$ cat src/rtl/issue_ctrl.sv
// issue_ctrl: dual-issue scheduler between the issue buffer and two execution lanes.
// Decides per cycle how many of the two head entries (A older, B younger) issue,
// tracks in-flight multi-cycle destinations in a per-register busy scoreboard,
// and counts dual-issue cycles.
module issue_ctrl #(
  parameter int LAT_LD  = 2,
  parameter int LAT_MUL = 2,
  parameter int CW      = 2
) (
  input  logic        clk,
  input  logic        rstn,
  input  logic [1:0]  i_is_valid,
  input  logic [4:0]  a_rd,
  input  logic        a_we,
  input  logic [4:0]  a_rs1,
  input  logic [4:0]  a_rs2,
  input  logic        a_use1,
  input  logic        a_use2,
  input  logic [1:0]  a_class,
  input  logic [4:0]  b_rd,
  input  logic        b_we,
  input  logic [4:0]  b_rs1,
  input  logic [4:0]  b_rs2,
  input  logic        b_use1,
  input  logic        b_use2,
  input  logic [1:0]  b_class,
  input  logic        flush_BR,
  input  logic        stall_DCache,
  output logic [1:0]  o_usingNUM,
  output logic        o_hazard,
  output logic [31:0] o_dual_cnt
);

  localparam logic [1:0] CL_ALU = 2'd0;
  localparam logic [1:0] CL_MEM = 2'd2;
  localparam logic [1:0] CL_MUL = 2'd3;

  localparam logic [CW-1:0] LD_V  = CW'(LAT_LD);
  localparam logic [CW-1:0] MUL_V = CW'(LAT_MUL);

  logic [CW-1:0] cnt [32];
  logic [31:0]   busy_vec;
  logic          a_blk;
  logic          b_blk;
  logic [1:0]    num;
  logic          a_iss;
  logic          b_iss;
  logic          set_a;
  logic          set_b;
  logic [CW-1:0] a_lat;
  logic [CW-1:0] b_lat;

  // Busy flags from the scoreboard; r0 is hardwired to never busy.
  always_comb begin
    busy_vec = '0;
    for (int r = 1; r < 32; r++) begin
      busy_vec[r] = (cnt[r] != '0);
    end
  end

  // Blocking conditions for both slots and the resulting issue count.
  always_comb begin
    a_blk = (a_use1 && busy_vec[a_rs1]) || (a_use2 && busy_vec[a_rs2]) ||
            (a_we && busy_vec[a_rd]);
    b_blk = (b_use1 && busy_vec[b_rs1]) || (b_use2 && busy_vec[b_rs2]) ||
            (b_we && busy_vec[b_rd]) ||
            (a_we && (a_rd != 5'd0) &&
             ((b_use1 && (b_rs1 == a_rd)) || (b_use2 && (b_rs2 == a_rd)))) ||
            (a_we && b_we && (a_rd == b_rd) && (a_rd != 5'd0)) ||
            ((a_class == b_class) && (a_class != CL_ALU));
    num = 2'd0;
    if (!rstn || flush_BR || stall_DCache || !i_is_valid[1] || a_blk) begin
      num = 2'd0;
    end else if (!i_is_valid[0] || b_blk) begin
      num = 2'd1;
    end else begin
      num = 2'd2;
    end
  end

  assign o_usingNUM = num;

  // Scoreboard set requests from issued multi-cycle producers.
  always_comb begin
    a_iss = (num != 2'd0);
    b_iss = (num == 2'd2);
    set_a = a_iss && a_we && (a_rd != 5'd0) && ((a_class == CL_MEM) || (a_class == CL_MUL));
    set_b = b_iss && b_we && (b_rd != 5'd0) && ((b_class == CL_MEM) || (b_class == CL_MUL));
    a_lat = (a_class == CL_MEM) ? LD_V : MUL_V;
    b_lat = (b_class == CL_MEM) ? LD_V : MUL_V;
  end

  // Scoreboard counters: flush clears, stall freezes, set beats decrement.
  always_ff @(posedge clk or negedge rstn) begin
    if (!rstn) begin
      for (int r = 0; r < 32; r++) cnt[r] <= '0;
    end else if (flush_BR) begin
      for (int r = 0; r < 32; r++) cnt[r] <= '0;
    end else if (!stall_DCache) begin
      for (int r = 1; r < 32; r++) begin
        if (set_a && (a_rd == 5'(r))) begin
          cnt[r] <= a_lat;
        end else if (set_b && (b_rd == 5'(r))) begin
          cnt[r] <= b_lat;
        end else if (cnt[r] != '0) begin
          cnt[r] <= cnt[r] - CW'(1);
        end
      end
    end
  end

  // Hazard flag and dual-issue counter, registered.
  always_ff @(posedge clk or negedge rstn) begin
    if (!rstn) begin
      o_hazard   <= 1'b0;
      o_dual_cnt <= '0;
    end else begin
      o_hazard <= i_is_valid[1] && !flush_BR && !stall_DCache && a_blk;
      if (num == 2'd2) o_dual_cnt <= o_dual_cnt + 32'd1;
    end
  end

endmodule

$ cat config.mk
export PLATFORM = sky130hd
export DESIGN_NAME = issue_ctrl
export DESIGN_NICKNAME = d
export VERILOG_FILES = /design/src/rtl/issue_ctrl.sv
export SDC_FILE = /design/constraint.sdc
export NUM_CORES = 1
export LEC_CHECK = 0
export CORE_MARGIN = 5
export CORE_UTILIZATION = 45
export DETAILED_ROUTE_END_ITERATION = 10
export PLACE_DENSITY = 0.71
export SETUP_SLACK_MARGIN = 0.1
export SLEW_MARGIN = 20
export SYNTH_ARGS = -nofsm -noshare
export SYNTH_HDL_FRONTEND = slang
export SYNTH_SLANG_ARGS = --single-unit
$ cat constraint.sdc
create_clock -name clk -period 3.1 [get_ports clk]
set_clock_uncertainty 0.05 [all_clocks]
set_input_delay 0.62 -clock clk [delete_from_list [all_inputs] [get_ports clk]]
set_output_delay 0.62 -clock clk [all_outputs]
set_load 0.02 [all_outputs]
==> metrics.csv <==
metric,value,unit
fin util,72.37,%
"Slew Viols, Final",0,
area delta synth->final,57.08,%
final worst-path cycle share,109.4,%
Initial Utilization,46.07,%
H-tree Lvls,3,
layout cells sized above 1,44.59,%
number of global-route vias before repair,8949,
CP dominant cell by count,buf_4,
Setup crit start,cnt[19]$_DFFE_PN0P_,
Min Hold Slack,0.3248,ns
Final Instance Count excl. Fillers,1398,
hold_buf cts,0,
clock sink total,95,
peak supply drop,0.3802,mV
wire length on met1,11.92,mm
syn_nets,990,
met3 WL post-DR,3.644,mm
CP bufs+invs,4,
Worst Path Required,2.43,ns
top_reg_cell synth,dfrtp_1,
Die W,143.3,um
grt ovf,0,
Max Cap Viol,0,
CP Max Fanout,5,
YS warnings,0,
RSZ-0062 raised after global routing,true,
placed cell areas,0.01020,sq mm
Final setup viols,26,
Tightest Pin Transition,0.9125,ns
# DRC,0,
Port Buf Inserts,80,
first-pass GRT wire length,47.40,mm
post-detail-place hpwl,19.43,mm
diode count,0,
DR iter-0 viols,1178,
min Tclk post-route,3.392,ns
# IOs,81,
Pre-Repair DR Iteration Count,6,
CP max-delay cell,dfrtp_1,
sequential share of the synthesized area,29.73,%
die height,143.3,um
CTS tree,yes,
P_leak,5.556,nW
post-synthesis cell area,0.007996,sq mm
asr flop ratio synth,100.0,%
routed length per placed instance,23.64,um
met2 wire length,14.97,mm
max incr delay on CP,0.39,ns
Yosys cell types,65,
Clock Root Buffer,clkbuf_16,
critical path class,reg -> out,
Total GRT Usage,29.04,%
DIE AREA,0.02054,sq mm
largest net degree at the start of global routing,74,
failing checks,setup timing,
CP endpoint kind,output pin,
Slew headroom,38.99,%
Cells after Synth,912,
Setup crit start kind,flip-flop,
DP Cell Count,1318,
Final Wtd Congestion,1.039,
antenna violations before repair,1,
post-synthesis register bit count,95,
Top Layer Used,met4,
clk_lat worst skew,0.36,ns
CP top delay family,compound AO/OA/AOI/OAI gates,
number of synthesized flops with an enable pin,0,
Post-DRT Antenna Nets,0,
final hold vios,0,
total core area,0.01736,sq mm
Crit Reg-Reg Startpoint,cnt[19]$_DFFE_PN0P_,
via count,9168,
maximum buffer depth of the clock tree,2,
FP Rows,48,
clock-pin transition on the worst setup and hold timing paths,0.08,ns
Pwr Density,653.9,mW/mm^2
final net count,1246,
outcome,finished with violations,
type of the tightest min-delay check,in -> async,
DRT Wirelength,33.04,mm
Worst Slack Setup Final,-0.2916,ns
CP arrival,2.72,ns
Mapped Avg Cell Area,8.768,sq um
design area,0.01256,sq mm
fmax,294.8,MHz
post-DR vias/cell,6.558,
CTS buffer count,9,
crit-path cells,inv_2 -> ha_4 -> buf_4 -> mux4_2 -> nand2_1 -> a32o_2 -> a2111oi_4 -> buf_4 -> nand3_2 -> and2_4 -> buf_6,
-- path summary, 6_finish.rpt --
kind | slack [ns] | cells past startpoint | to
max in group asynchronous | 1.46 | 3 | cnt[27]$_DFFE_PN0P_
max | -0.29 | 11 | o_usingNUM[0]
min in group clk | 0.42 | 1 | o_dual_cnt[31]$_DFFE_PN0N_
min | 0.32 | 2 | o_dual_cnt[31]$_DFFE_PN0N_
max reg2reg | -0.17 | 14 | cnt[25]$_DFFE_PN0P_
min reg2reg | 0.42 | 1 | o_dual_cnt[31]$_DFFE_PN0N_
-- layout by cell type (no fill, tap or decap), types with 7 or more instances in the layout --
master,instances
buf_4,215
dfrtp_1,95
clkdlybuf4s50_1,54
inv_2,51
nand2_1,41
nand3_1,39
nor3_1,37
a21oi_1,35
mux4_2,33
o21ai_0,33
ha_4,31
nor2_1,29
xor2_1,27
buf_6,25
inv_1,21
nand4_1,20
nor3_4,19
mux2i_1,18
o31ai_1,16
xnor2_1,15
or3_1,15
o22ai_1,14
clkbuf_16,12
mux2_2,11
a31oi_1,11
a21o_1,11
and3_1,10
nor2_4,9
nor4_4,9
o31a_1,9
dlygate4sd2_1,9
a211o_1,8
o21ai_1,8
and2_1,8
buf_12,8
nand2b_1,7
-- synthesized netlist by cell type, drive strengths merged, types with 5 or more instances --
library cell,n,area share (%)
a211o,8,0.88
a211oi,8,0.75
a21o,11,1.0
a21oi,35,2.2
a221oi,5,0.55
a31oi,13,1.0
a32o,5,0.63
and2,11,0.86
and3,11,0.86
buf,21,1.6
clkbuf,67,3.2
dfrtp,95,30
ha,32,5.0
inv,73,3.4
mux2,14,2.0
mux2i,21,2.6
mux4,33,9.3
nand2,46,2.2
nand2b,7,0.55
nand3,42,2.6
nand4,21,1.8
nor2,40,1.9
nor2b,7,0.55
nor3,57,3.6
nor3b,7,0.66
nor4,14,1.3
o21ai,43,2.7
o22ai,25,2.0
o31a,9,0.99
o31ai,18,1.7
o41ai,5,0.55
or3,16,1.3
xnor2,15,1.6
xor2,32,3.5
-- flip-flops by register name, summed over array words and instances (netlist names) --
name / count
cnt: 62
o_dual_cnt: 32
o_hazard: 1
-- metal layers --
layer / up-vias / track usage, %
met5: - / 0
met3: 232 / 6.822
met4: 0 / 15.61
li1: 3903 / -
met1: 4337 / 36.36
met2: 696 / 46.71
-- per-stage QoR --
step                setup WS, ns  total power (W)  TNS [ns]
floorplan                0.01057         0.003942         0
global placement         -0.9232         0.005432    -51.03
detailed placement       -0.9245         0.005568    -51.80
CTS                      -0.1125         0.007496   -0.3109
global route             -0.3650         0.008604    -6.992
finish                   -0.2916         0.008213    -1.940
-- where the power goes --
| group | internal [W] | total (W) | switching (W) | leakage [nW] |
|---|---|---|---|---|
| logic | 0.00284 | 0.00541 | 0.00257 | 4.10 |
| registers | 0.00150 | 0.00167 | 0.000173 | 1.30 |
| clock network | 0.000572 | 0.00113 | 0.000556 | 0.149 |
| total | 0.00492 | 0.00821 | 0.00330 | 5.56 |
-- final cells by class --
cell class	instances	area, sq um
Sequential cell	95	2377
Clock buffer	9	225.2
Inverter	73	276.5
Multi-Input combinational cell	656	6274
Timing Repair Buffer	333	3049
Tap cell	225	281.5
Fill cell	1100	4796
Clock inverter	7	77.57
-- cells by family (layout without fill, tap and decap cells) --
kind of cell | count (synthesis) | in the layout | share of synthesized area [%]
and+or+nand+nor | 296 | 296 | 19.75
AOI/OAI and AO/OA | 213 | 213 | 18.24
buffers and inverters | 161 | 422 | 8.230
DFF | 95 | 95 | 29.73
muxes | 68 | 68 | 13.89
xor gates and xnor gates | 47 | 47 | 5.148
adders and majority gates | 32 | 32 | 5.007
-- timing repair --
item,CTS,global route
gates resized for setup,245,132
endpoints found under the hold margin,0,0
setup buffers,33,23
pin swaps,50,90
setup endpoints to repair,94,86
gates cloned,5,4
(Power assumes the default switching activity.)
